### src/rtl/spi_minion_fifo_adapter_if.sv
// Message-side handshake bundle of the SPI minion FIFO adapter.
// master: the adapter (drives out_msg/out_val and in_rdy); slave: the user design.
`timescale 1ns/1ps
interface spi_minion_fifo_adapter_if #(
    parameter int unsigned NBITS = 32
);
    logic [NBITS-1:0] out_msg;
    logic             out_val;
    logic             out_rdy;
    logic [NBITS-1:0] in_msg;
    logic             in_val;
    logic             in_rdy;

    modport master (
        output out_msg,
        output out_val,
        input  out_rdy,
        input  in_msg,
        input  in_val,
        output in_rdy
    );

    modport slave (
        input  out_msg,
        input  out_val,
        output out_rdy,
        output in_msg,
        output in_val,
        input  in_rdy
    );
endinterface

### src/rtl/spi_minion_fifo_adapter.sv
// SPI minion (mode 0) with credit flow control and RX/TX message FIFOs.
// All SPI pins are oversampled in the clk domain; packet = {val, space, payload}.
`timescale 1ns/1ps
module spi_minion_fifo_adapter #(
    parameter int unsigned NBITS = 32,
    parameter int unsigned DEPTH = 4
) (
    input  logic                         clk,
    input  logic                         reset,
    input  logic                         spi_cs,
    input  logic                         spi_sclk,
    input  logic                         spi_mosi,
    output logic                         spi_miso,
    input  logic                         loopthrough_sel,
    spi_minion_fifo_adapter_if.master    msg,
    output logic [$clog2(DEPTH+1)-1:0]   rx_count,
    output logic [$clog2(DEPTH+1)-1:0]   tx_count,
    output logic                         parity
);
    localparam int unsigned P  = NBITS + 2;
    localparam int unsigned AW = $clog2(DEPTH);
    localparam int unsigned CW = $clog2(DEPTH + 1);
    localparam int unsigned BW = $clog2(P + 2);
    localparam logic [BW-1:0] CNT_FULL  = BW'(P);
    localparam logic [BW-1:0] CNT_SAT   = BW'(P + 1);
    localparam logic [CW-1:0] CNT_DEPTH = CW'(DEPTH);

    typedef enum logic {IDLE, XFER} state_t;

    // synchronizers and edge detection
    logic       cs_s1, cs_s2, cs_s3;
    logic       sclk_s1, sclk_s2, sclk_s3;
    logic       mosi_s1, mosi_s2;
    logic [1:0] sync_vld;
    logic       cs_armed;
    logic       cs_fall, cs_rise, sclk_rise, sclk_fall;

    // transaction state
    state_t          state;
    logic [P-1:0]    shreg;
    logic            sample;
    logic [BW-1:0]   bitcnt;
    logic            tx_val_l, rx_space_l;
    logic [P-1:0]    rx_pkt;
    logic            xfer_end, spi_push, spi_pop;

    // FIFOs
    logic [NBITS-1:0] rx_mem [DEPTH];
    logic [NBITS-1:0] tx_mem [DEPTH];
    logic [AW-1:0]    rx_wr, rx_rd, tx_wr, tx_rd;
    logic             rx_empty, rx_full, tx_empty, tx_full;
    logic             rx_push, rx_pop, tx_push, tx_pop, loop_move;
    logic [NBITS-1:0] tx_head, tx_din;

    // Two-flop synchronizers plus an edge-detect flop on cs/sclk. cs_armed keeps a
    // transaction that was already in progress when reset released from being seen:
    // it is only set once a genuine (post-reset) high level of cs has been sampled.
    always_ff @(posedge clk or negedge reset) begin
        if (!reset) begin
            cs_s1    <= 1'b1;
            cs_s2    <= 1'b1;
            cs_s3    <= 1'b1;
            sclk_s1  <= 1'b0;
            sclk_s2  <= 1'b0;
            sclk_s3  <= 1'b0;
            mosi_s1  <= 1'b0;
            mosi_s2  <= 1'b0;
            sync_vld <= '0;
            cs_armed <= 1'b0;
        end else begin
            cs_s1    <= spi_cs;
            cs_s2    <= cs_s1;
            cs_s3    <= cs_s2;
            sclk_s1  <= spi_sclk;
            sclk_s2  <= sclk_s1;
            sclk_s3  <= sclk_s2;
            mosi_s1  <= spi_mosi;
            mosi_s2  <= mosi_s1;
            sync_vld <= {sync_vld[0], 1'b1};
            if (sync_vld[1] && cs_s2) begin
                cs_armed <= 1'b1;
            end
        end
    end

    // Edge strobes, received packet and FIFO control decode.
    always_comb begin
        cs_fall   = cs_s3 & ~cs_s2;
        cs_rise   = ~cs_s3 & cs_s2;
        sclk_rise = ~sclk_s3 & sclk_s2;
        sclk_fall = sclk_s3 & ~sclk_s2;

        rx_pkt    = {shreg[P-2:0], sample};
        xfer_end  = (state == XFER) && cs_rise && (bitcnt == CNT_FULL);
        spi_push  = xfer_end && rx_pkt[P-1] && rx_space_l;
        spi_pop   = xfer_end && rx_pkt[P-2] && tx_val_l;

        rx_empty  = (rx_count == '0);
        rx_full   = (rx_count == CNT_DEPTH);
        tx_empty  = (tx_count == '0);
        tx_full   = (tx_count == CNT_DEPTH);
        tx_head   = tx_empty ? '0 : tx_mem[tx_rd];

        loop_move = loopthrough_sel && !rx_empty && !tx_full;
        rx_push   = spi_push;
        rx_pop    = loop_move || (!loopthrough_sel && !rx_empty && msg.out_rdy);
        tx_push   = loop_move || (!loopthrough_sel && !tx_full && msg.in_val);
        tx_pop    = spi_pop;
        tx_din    = loopthrough_sel ? rx_mem[rx_rd] : msg.in_msg;
    end

    assign msg.out_msg = rx_mem[rx_rd];
    assign msg.out_val = !rx_empty && !loopthrough_sel;
    assign msg.in_rdy  = !tx_full && !loopthrough_sel;
    assign spi_miso    = shreg[P-1];

    // Transaction FSM: load on cs fall, sample on sclk rise, shift on sclk fall.
    // The fall that follows the final (P-th) rise does not shift, so the last
    // P-1 samples stay in shreg[P-2:0] and the P-th stays in sample.
    always_ff @(posedge clk or negedge reset) begin
        if (!reset) begin
            state      <= IDLE;
            shreg      <= '0;
            sample     <= 1'b0;
            bitcnt     <= '0;
            tx_val_l   <= 1'b0;
            rx_space_l <= 1'b0;
        end else begin
            case (state)
                IDLE: begin
                    if (cs_fall && cs_armed) begin
                        state      <= XFER;
                        shreg      <= {!tx_empty, !rx_full, tx_head};
                        tx_val_l   <= !tx_empty;
                        rx_space_l <= !rx_full;
                        bitcnt     <= '0;
                    end
                end
                XFER: begin
                    if (cs_rise) begin
                        state <= IDLE;
                    end else begin
                        if (sclk_rise) begin
                            sample <= mosi_s2;
                            if (bitcnt != CNT_SAT) begin
                                bitcnt <= bitcnt + BW'(1);
                            end
                        end
                        if (sclk_fall && (bitcnt < CNT_FULL)) begin
                            shreg <= {shreg[P-2:0], sample};
                        end
                    end
                end
                default: state <= IDLE;
            endcase
        end
    end

    // FIFO pointers, occupancies and parity of the last RX push.
    always_ff @(posedge clk or negedge reset) begin
        if (!reset) begin
            rx_wr    <= '0;
            rx_rd    <= '0;
            tx_wr    <= '0;
            tx_rd    <= '0;
            rx_count <= '0;
            tx_count <= '0;
            parity   <= 1'b0;
        end else begin
            if (rx_push) rx_wr <= rx_wr + AW'(1);
            if (rx_pop)  rx_rd <= rx_rd + AW'(1);
            if (tx_push) tx_wr <= tx_wr + AW'(1);
            if (tx_pop)  tx_rd <= tx_rd + AW'(1);
            rx_count <= rx_count + CW'(rx_push) - CW'(rx_pop);
            tx_count <= tx_count + CW'(tx_push) - CW'(tx_pop);
            if (rx_push) begin
                parity <= ^rx_pkt[NBITS-1:0];
            end
        end
    end

    // FIFO storage; contents need no reset since occupancy qualifies every read.
    always_ff @(posedge clk) begin
        if (rx_push) rx_mem[rx_wr] <= rx_pkt[NBITS-1:0];
        if (tx_push) tx_mem[tx_wr] <= tx_din;
    end

endmodule

### src/flat_wrapper.sv
// flat-port wrapper written by rule: the top's interface ports become plain ports
module spi_minion_fifo_adapter_flat 
#(
    parameter int unsigned NBITS = 32,
    parameter int unsigned DEPTH = 4
)
  (clk, reset, spi_cs, spi_sclk, spi_mosi, spi_miso, loopthrough_sel, rx_count, tx_count, parity, msg_out_msg, msg_out_val, msg_out_rdy, msg_in_msg, msg_in_val, msg_in_rdy);
  spi_minion_fifo_adapter_if #(.NBITS(NBITS)) msg_i ();
  input  logic clk;
  input  logic reset;
  input  logic spi_cs;
  input  logic spi_sclk;
  input  logic spi_mosi;
  output logic spi_miso;
  input  logic loopthrough_sel;
  output logic [$clog2(DEPTH+1)-1:0] rx_count;
  output logic [$clog2(DEPTH+1)-1:0] tx_count;
  output logic parity;
  output wire logic [$bits(msg_i.out_msg)-1:0] msg_out_msg;
  output wire logic [$bits(msg_i.out_val)-1:0] msg_out_val;
  input wire logic [$bits(msg_i.out_rdy)-1:0] msg_out_rdy;
  input wire logic [$bits(msg_i.in_msg)-1:0] msg_in_msg;
  input wire logic [$bits(msg_i.in_val)-1:0] msg_in_val;
  output wire logic [$bits(msg_i.in_rdy)-1:0] msg_in_rdy;
  assign msg_out_msg = msg_i.out_msg;
  assign msg_out_val = msg_i.out_val;
  assign msg_i.out_rdy = msg_out_rdy;
  assign msg_i.in_msg = msg_in_msg;
  assign msg_i.in_val = msg_in_val;
  assign msg_in_rdy = msg_i.in_rdy;
  spi_minion_fifo_adapter #(.NBITS(NBITS), .DEPTH(DEPTH)) u_core (.clk(clk), .reset(reset), .spi_cs(spi_cs), .spi_sclk(spi_sclk), .spi_mosi(spi_mosi), .spi_miso(spi_miso), .loopthrough_sel(loopthrough_sel), .msg(msg_i), .rx_count(rx_count), .tx_count(tx_count), .parity(parity));
endmodule
### config.mk
export PLATFORM = sky130hd
export DESIGN_NAME = spi_minion_fifo_adapter_flat
export DESIGN_NICKNAME = d
export VERILOG_FILES = /design/src/rtl/spi_minion_fifo_adapter_if.sv /design/src/rtl/spi_minion_fifo_adapter.sv /design/src/flat_wrapper.sv
export SDC_FILE = /design/constraint.sdc
export NUM_CORES = 1
export LEC_CHECK = 0
export CAP_MARGIN = 20
export CORE_UTILIZATION = 35
export CTS_BUF_LIST = sky130_fd_sc_hd__clkbuf_4 sky130_fd_sc_hd__clkbuf_8
export CTS_CLUSTER_SIZE = 24
export DETAILED_ROUTE_END_ITERATION = 16
export DONT_BUFFER_PORTS = 1
export PLACE_DENSITY = 0.55
export SETUP_SLACK_MARGIN = 0.4
export SLEW_MARGIN = 20
export SYNTH_ARGS = -nofsm -noshare
export SYNTH_HDL_FRONTEND = slang
export SYNTH_SLANG_ARGS = --single-unit
### constraint.sdc
create_clock -name clk -period 5.83 [get_ports clk]
set_clock_uncertainty 0.15 [all_clocks]
set_input_delay 1.166 -clock clk [delete_from_list [all_inputs] [get_ports clk]]
set_output_delay 1.166 -clock clk [all_outputs]
set_load 0.02 [all_outputs]
[After elaboration in Yosys (flattened, before gate mapping)]
Memory sizes are Yosys's and may differ from the RTL's.
Cells that the tools add are included.
Word-level totals
  input port bits: 40
  bits in writable memories: 256
  memories: 2
  word-level logic and storage cells: 101
  bits in registers: 70
Memories
  u_core.rx_mem: depth 4, bits a word 32, read ports 1, clocked after Yosys merged registers in 0, write ports 1, line spi_minion_fifo_adapter.sv:48  | logic [NBITS-1:0] rx_mem [DEPTH];
  u_core.tx_mem: depth 4, bits a word 32, read ports 1, clocked after Yosys merged registers in 0, write ports 1, line spi_minion_fifo_adapter.sv:49  | logic [NBITS-1:0] tx_mem [DEPTH];
Cells by class
  $lt $le $gt $ge: 1
  bitwise operators: 10
  muxes and demuxes: 18
  reduce and logical (&&, ||, !) cells: 29
  eq/ne operators: 9
  add/sub/neg operators: 9
Operator list (count)
  $mux 34: 3
  $pmux 34 s2: 1
  $mux 32: 2
  $reduce_xor 32->1: 1
  $mux 6: 4
  $logic_and 1x1->1: 15
  $pmux 6 s2: 1
  $add 2x1->2 const B: 4
  $add 3x1->3: 2
  $add 6x1->6 const B: 1
  $eq 3x3->1 const B: 2
  $eq 6x6->1 const B: 1
  $logic_not 3->1: 2
  $lt 6x6->1 const B: 1
  $mux 1: 6
  $ne 2x2->1 const B: 3
  $ne 6x6->1 const B: 1
  $not 1->1: 6
  $reduce_and 3->1: 2
  $sub 3x1->3: 2
  $logic_not 1->1: 5
  $and 1x1->1: 4
  $ne 2x1->1 const B: 2
  $reduce_and 4->1: 1
  other kinds (3): 4

[Longest topological paths before layout]
Gate-level depths: netlist (run 1).
  word-level depth: 8
  mapped depth: 11
  gate-level depth less buffers: 11

[Least setup slack after synthesis (run 1)]
Ideal clock, no wire load.
  path kind: in2reg
  from: in loopthrough_sel
  to: mem u_core.tx_mem[0][0] (enable)
  arrival: 2.754 ns
  stages on the path: 3
  library setup time: 0.392 ns
  setup slack: 2.534 ns
  buffers on the path: 1
  path through: buf_2 > a211oi_1 > and2_1
On the way
  word-level cells in the longest chain between the ends: 6
  elaborated cells between the ends (all ways): 8
Ends and longest elaborated chain
  start, declared: line flat_wrapper.sv:15  | input logic loopthrough_sel;
  $logic_not 1->1: line spi_minion_fifo_adapter.sv:107  | tx_push = loop_move || (!loopthrough_sel && !tx_full && msg.in_val);
  $logic_and 1x1->1 (2 in a row): line spi_minion_fifo_adapter.sv:107
  $logic_or 1x1->1 *: line spi_minion_fifo_adapter.sv:107
  via u_core.tx_push: line spi_minion_fifo_adapter.sv:52  | logic rx_push, rx_pop, tx_push, tx_pop, loop_move;
  $mux 1 *: line spi_minion_fifo_adapter.sv:185  | if (tx_push) tx_mem[tx_wr] <= tx_din;
  $mux 1 (implied by the code) *: line spi_minion_fifo_adapter.sv:185
  end, declared: line spi_minion_fifo_adapter.sv:49
The timed path passes the listed nets; every way through them passes the cells marked *.

[Final worst setup path (run 1)]
  from: reg u_core.rx_rd[0]
  to: out msg_out_msg[1]
On the way
  word-level cells in the longest chain between the ends: 1
Ends and longest elaborated chain
  start, declared: line spi_minion_fifo_adapter.sv:50  | logic [AW-1:0] rx_wr, rx_rd, tx_wr, tx_rd;
  start signal, assigned: line spi_minion_fifo_adapter.sv:171  | if (rx_pop) rx_rd <= rx_rd + AW'(1);
  $mem_v2 4x32
  end, declared: line flat_wrapper.sv:19  | output wire logic [$bits(msg_i.out_msg)-1:0] msg_out_msg;
No other way between the ends.

==> results.md, run 1 <==
- Number of input and output port buffers inserted: 0
- Min Clock Period, post-route: 3.85 ns
- DIE AREA: 0.0380 mm2
- Max cap viols: 0
- Clock Latency Late Sink: 0.61 ns
- Top Family by Delay on Critical Path: flip-flops
- Maximum operating frequency: 260 MHz
- Pin count of the biggest net entering global routing: 71
- Synthesized net count: 765
- Category of the critical setup timing path: flop to output pin
- Initial standard-cell utilization of the core: 0.356
- Number of buffers created by CTS: 52
- I/O Pins: 82
- Final setup violation count: 0
- Largest family of logic cells by synthesized area: multiplexers
- RSZ-0062 raised after global routing: no
- First-pass GRT wire length: 44.3 mm
- Overflow after GRT: 0
- Number of cell instances on the worst register-to-register path: 5
- FFs w/ async S/R, synth: 0.215
- Number of buffer and inverter instances along the worst setup path: 1
- Detailed Route WL: 28.9 mm
- Distinct cell type count after synthesis: 37
- Status: completed
- Flip-flop and latch count after synthesis: 326
- Start point of the critical path: u_core.rx_rd[0]
- Post-synthesis compound-gate area fraction: 0.0420
- Path class of the lowest-slack min-delay path: input pin to async pin
- Crit path capture type: output pin
- Setup tns final: 0 ns
- Die outline width: 195 um
- Core area: 0.0366 mm2
- TritonRoute pass-1 iters: 4
- Via density per instance: 5.11
- Htree depth: 2
- Most used flip-flop cell after synthesis: edfxtp_1
- CTS resizes: 0
- CTS tree: done
- GRT Overall Usage: 0.158
- Mean cell area of the mapped netlist: 18.4 um2
- Cells along the critical path: buf_4 > mux4_2
- # DRC: 0
- Final period util: 0.661
- Proportion of layout cells with a drive suffix above 1: 0.274
- IR Drop Worst-Case VDD: 0.264 mV
- Worst setup path end: msg_out_msg[1]
- Total half-perimeter wirelength after legalization and detailed placement: 17.2 mm
- Synth Instances: 709
- Number of buffers inserted by hold repair at cts: 0
- Placer congestion estimate: 0.695
- Area of all placed cells without fillers: 0.0146 mm2
- Placed cell areas: 0.0136 mm2
- Area added between synthesis and finish: 12.4%
- Most common cell after layout, fill and taps aside: edfxtp_1
- Beginning of the worst register-to-register path: u_core.bitcnt[2]
- Post-synth EDFFs: 256
- Count of nets left with antenna violations after detail routing: 0
- Portion of the post-synthesis area used by sequential elements: 0.725
- Detailed-route via count: 6,416
- Final hold viol count: 0
- Library cell used as clock root buffer: clkbuf_8
- Power per cell area: 522 mW/mm2
- Synthesis Warnings: 0
- DRT iter0 DRCs: 476
- Post-CTS Repair Setup Buffers: 0
- Max transition margin: 0.297
- Worst-path fanout max: 18
- Die extent in y: 195 um
- Required time reported for the critical path endpoint: 4.51 ns
- Clock transition at path regs: 0.06 ns
- Placement Rows: 70
- Mux contribution to synthesized area: 0.140
- Simple-gate share of the synthesized area: 0.0306
- Vias in the first global route: 7,035
- Number of nets in the final layout: 800
- Routed wirelength normalized by instance count: 23.0 um
- Reg-to-reg slack, setup: 2.70 ns
- Transition time at the pin with the least slew margin: 1.05 ns
- Highest-count cells in the layout ignoring fill and taps: edfxtp_1 (256), dfrtp_1 (65), mux4_2 (64)
- Mapped Area: 0.0130 mm2
- Critical Path Start Type: flop
- Setup Slack @ Placement: 2.51 ns
- Post-Synth Adder-Cell Area: 0.0165
- Fin worst setup slack: 1.98 ns
- Worst reg2reg path endpoint: u_core.rx_mem[0][16]
- Leakage component of the power: 0.00498 uW
- Maximum clock insertion buffer count: 3
- # clock sinks: 326
- CP peak stage delay: 0.76 ns
- Slowest cell on crit path: dfrtp_2
- Pins over their slew limit: 0
- Data arrival time of the critical path: 2.54 ns
- Number of cells on the critical path: 2
- Area share of xor/xnor cells in the synthesized design: 0.0289
- Initial antenna violation count: 1
[area by class of cell]
type	instances	area, um2
Fill cell	3278	22000
Sequential cell	326	9450
Multi-Input combinational cell	334	3380
Clock buffer	81	958
Tap cell	468	586
Timing Repair Buffer	16	120
Clock inverter	15	101
Inverter	14	52.6
Antenna cell	1	2.50
[cell usage after synthesis, types with 4 or more instances]
library cell  count  share of area
o21ai_0          42          0.016
clkbuf_1         19         0.0055
mux4_2           64           0.11
a21oi_1           7         0.0027
ha_1             14          0.013
a22oi_1          32          0.018
xor2_1            7         0.0047
buf_2            10         0.0038
buf_4             5         0.0029
and2_1            8         0.0038
nand2_1          48          0.014
mux2_2           33          0.029
xnor2_1          36          0.024
edfxtp_1        256           0.59
dfrtp_1          67           0.13
inv_1            14         0.0040
nor2_1           13         0.0037
nor3_1            4         0.0015
[how the worst min path moves through the flow]
| stage | slack [ns] | cells after the start | end | from |
|---|---|---|---|---|
| detailed placement | 0.19 | 0 | u_core.sclk_s2 | u_core.sclk_s1 |
| finish | 0.10 | 0 | u_core.tx_count[2] | reset |
| CTS | 0.04 | 0 | u_core.rx_count[1] | reset |
| global route | 0.05 | 0 | u_core.rx_count[1] | reset |
| floorplan | 0.18 | 0 | u_core.mosi_s2 | u_core.mosi_s1 |
| global placement | 0.18 | 0 | u_core.sync_vld[1] | u_core.sync_vld[0] |
[worst reg2reg max path, stage by stage, from the launching register on]
cell and delay [ns]:
dfrtp_1 0.44, nor4b_2 0.36, nand4_1 0.22, nor2_4 0.27, and2_1 0.86, buf_4 0.47
[power breakdown]
part / switching, uW / total, uW / internal, uW
registers: 443 / 3640 / 3200
logic: 1190 / 2020 / 827
clock network: 890 / 1980 / 1090
total: 2520 / 7640 / 5120
[routing by layer]
metal  wire, um  GRT usage
met2      14100      0.259
met5          0          0
met4        709     0.0577
met3       1840     0.0441
met1      12200      0.202
[state kept, by name, indices dropped and copies added (netlist names), 3 cells and up]
name and flops:
u_core.rx_mem 128, u_core.tx_mem 128, u_core.shreg 34, u_core.bitcnt 6
u_core.rx_count 3, u_core.tx_count 3
[cell families (layout without fill, tap and decap cells)]
logic type	Yosys count	in the layout
AND/OR/NAND/NOR	87	87
multiplexers	98	98
XOR/XNOR	43	43
buffers and inverters	49	126
other	1	2
AO/OA/AOI/OAI	89	89
flip-flops	326	326
adder cells (fa/ha/maj)	16	16
[stage by stage]
stage / instances / hold slack (ns) / power (uW) / util
CTS: 1254 / 0.0384 / 7800 / 0.400
detailed placement: 1158 / 0.187 / 5780 / 0.371
global placement: 1158 / 0.184 / 5710 / 0.371
floorplan: 709 / 0.181 / 5060 / -
finish: 1255 / 0.103 / 7640 / 0.400
global route: 1255 / 0.0525 / 8070 / 0.400
(Power assumes the default switching activity.)
==> run 2, diff against run 1 <==
- clock period: 5.83 -> 3.95 ns (I/O delays scaled with it)
==> run 2 against run 1 <==
Compared with the run above:
- combinational power up 51%
- power up 52%
- utilization up 0.81 points
- worst setup slack worse by 1.3 ns
- sequential share of layout area down 1.3 points
- via count up 0.67%
- flip-flop and latch count unchanged
- largest power group unchanged
==> results.md, run 2 (synthesis gave the netlist of run 1 again) <==
- Status: completed (unchanged)
- Total half-perimeter wirelength after legalization and detailed placement: 17.4 mm (was 17.2 mm)
- Total area of multi-input combinational cells: 0.00338 mm2 (unchanged)
- Post-CTS Repair Setup Buffers: 0 (unchanged)
- Pins over their slew limit: 0 (unchanged)
- TritonRoute pass-1 iters: 4 (unchanged)
- Maximum operating frequency: 307 MHz
- Required time reported for the critical path endpoint: 3.01 ns (was 4.51 ns)
- First-pass GRT wire length: 42.8 mm (was 44.3 mm)
- Placer congestion estimate: 0.709 (was 0.695)
- Library cell used as clock root buffer: clkbuf_8 (unchanged)
- Critical Path Start Type: flop (unchanged)
- Largest registers: u_core.rx_mem x128, u_core.tx_mem x128, u_core.shreg x34 (unchanged)
- Filler instances: 3,248 (was 3,278)
- Detailed Route WL: 27.8 mm (was 28.9 mm)
- Clock transition at path regs: 0.06 ns (about the same)
- # clock sinks: 326 (unchanged)
- Power per cell area: 775 mW/mm2 (was 522 mW/mm2)
- Number of buffers created by CTS: 55 (was 52)
- Via density per instance: 5.08 (was 5.11)
- Path class of the lowest-slack min-delay path: input pin to flop (was input pin to async pin)
- Leakage component of the power: 0.00512 uW (was 0.00498 uW)
- Core area: 0.0366 mm2 (unchanged)
- Max transition margin: 0.343 (was 0.297)
- Number of input and output port buffers inserted: 0 (unchanged)
- Number of nets in the final layout: 812 (was 800)
- Register cell area after layout: 0.00945 mm2 (unchanged)
- Htree depth: 2 (unchanged)
- Data arrival time of the critical path: 2.31 ns (was 2.54 ns)
- Overflow after GRT: 0 (unchanged)
- Maximum clock insertion buffer count: 3 (unchanged)
- Crit path capture type: output pin (unchanged)
- Proportion of layout cells with a drive suffix above 1: 0.288 (was 0.274)
- Setup Slack @ Placement: 1.12 ns (was 2.51 ns)
- Highest-count cells in the layout ignoring fill and taps: edfxtp_1 (256), clkbuf_8 (65), dfrtp_1 (65) (was edfxtp_1 (256), dfrtp_1 (65), mux4_2 (64))
- Area added between synthesis and finish: 14.7% (was 12.4%)
- Detailed-route via count: 6,459 (was 6,416)
- Category of the critical setup timing path: flop to output pin (unchanged)
- Most common cell after layout, fill and taps aside: edfxtp_1 (unchanged)
- Fin worst setup slack: 0.697 ns (was 1.98 ns)
- Initial antenna violation count: 0 (was 1)
- Final setup violation count: 0 (unchanged)
- Die extent in y: 195 um (unchanged)
- Initial standard-cell utilization of the core: 0.356 (unchanged)
- Transition time at the pin with the least slew margin: 0.985 ns (was 1.05 ns)
- IR Drop Worst-Case VDD: 0.482 mV (was 0.264 mV)
- Setup tns final: 0 ns (unchanged)
- Routed wirelength normalized by instance count: 21.9 um (was 23.0 um)
- Worst-path fanout max: 17 (was 18)
- RSZ-0062 raised after global routing: no (unchanged)
- DIE AREA: 0.0380 mm2 (unchanged)
- Inserted Diodes: 0 (was 1)
- Min Clock Period, post-route: 3.25 ns
- Vias in the first global route: 7,108 (was 7,035)
- I/O Pins: 82 (unchanged)
- Final hold viol count: 0 (unchanged)
- Die outline width: 195 um (unchanged)
- Placement Rows: 70 (unchanged)
- Worst Hold Slack: 0.0611 ns (was 0.103 ns)
- DRT iter0 DRCs: 400 (was 476)
- Max cap viols: 0 (unchanged)
- Clock Latency Late Sink: 0.60 ns (was 0.61 ns)
- Final period util: 0.824
- CTS tree: done (unchanged)
- # DRC: 0 (unchanged)
- Pin count of the biggest net entering global routing: 71 (unchanged)
- Count of nets left with antenna violations after detail routing: 0 (unchanged)
- GRT Overall Usage: 0.152 (was 0.158)
run 2: through the flow:
stage                     std cells  total power, uW  utilization  cell area, um2
final                          1271            11600        0.408           14900
after global placement         1165             8470        0.375           13700
after detailed placement       1165             8590        0.375           13700
after CTS                      1271            11800        0.408           14900
after floorplan                 709             7460            -           13000
after global routing           1271            12200        0.408           14900
run 2: where the power goes:
group          internal, uW  switching, uW  leakage, uW  total (uW)
Clock                  1820           1320     0.000635        3130
Combinational          1310           1750      0.00127        3060
Sequential             4720            669      0.00322        5390
Total                  7850           3740      0.00512       11600
run 2: path summary, 6_finish.rpt:
kind / from / to / slack (ns) / cells after the start
setup / recovery: u_core.rx_rd[1] / msg_out_msg[1] / 0.70 / 2
hold / removal: spi_cs / u_core.cs_s1 / 0.06 / 0
setup reg to reg: u_core.state / u_core.tx_count[2] / 1.16 / 10
hold reg to reg: u_core.sync_vld[0] / u_core.sync_vld[1] / 0.21 / 0
max in group asynchronous: reset / u_core.rx_rd[0] / 2.68 / 2
min in group asynchronous: reset / u_core.parity / 0.60 / 2
run 2: metal layers:
layer,routed length (um),track usage,up-vias
li1,-,-,2876
met1,11600,0.188,3383
met2,14200,0.261,143
met3,1260,0.0328,57
met4,745,0.0537,0
met5,0,0,-
run 2: worst max-delay path, cell delays in order (launching register included):
cell and delay (ns):
dfrtp_1 0.99, buf_12 0.27, mux4_2 0.46
run 2: what timing repair did:
item,in CTS,in global routing
hold endpoints to repair,70,0
hold buffers,2,0
gates resized for setup,0,0
run 2: cell type report:
class,instances,area share
flip-flops and latches,326,0.632
multi-input cells,334,0.226
clock buffers,92,0.0734
well taps,468,0.0392
repair buffers,25,0.0191
clock inverters,12,0.00645
inverters,14,0.00352
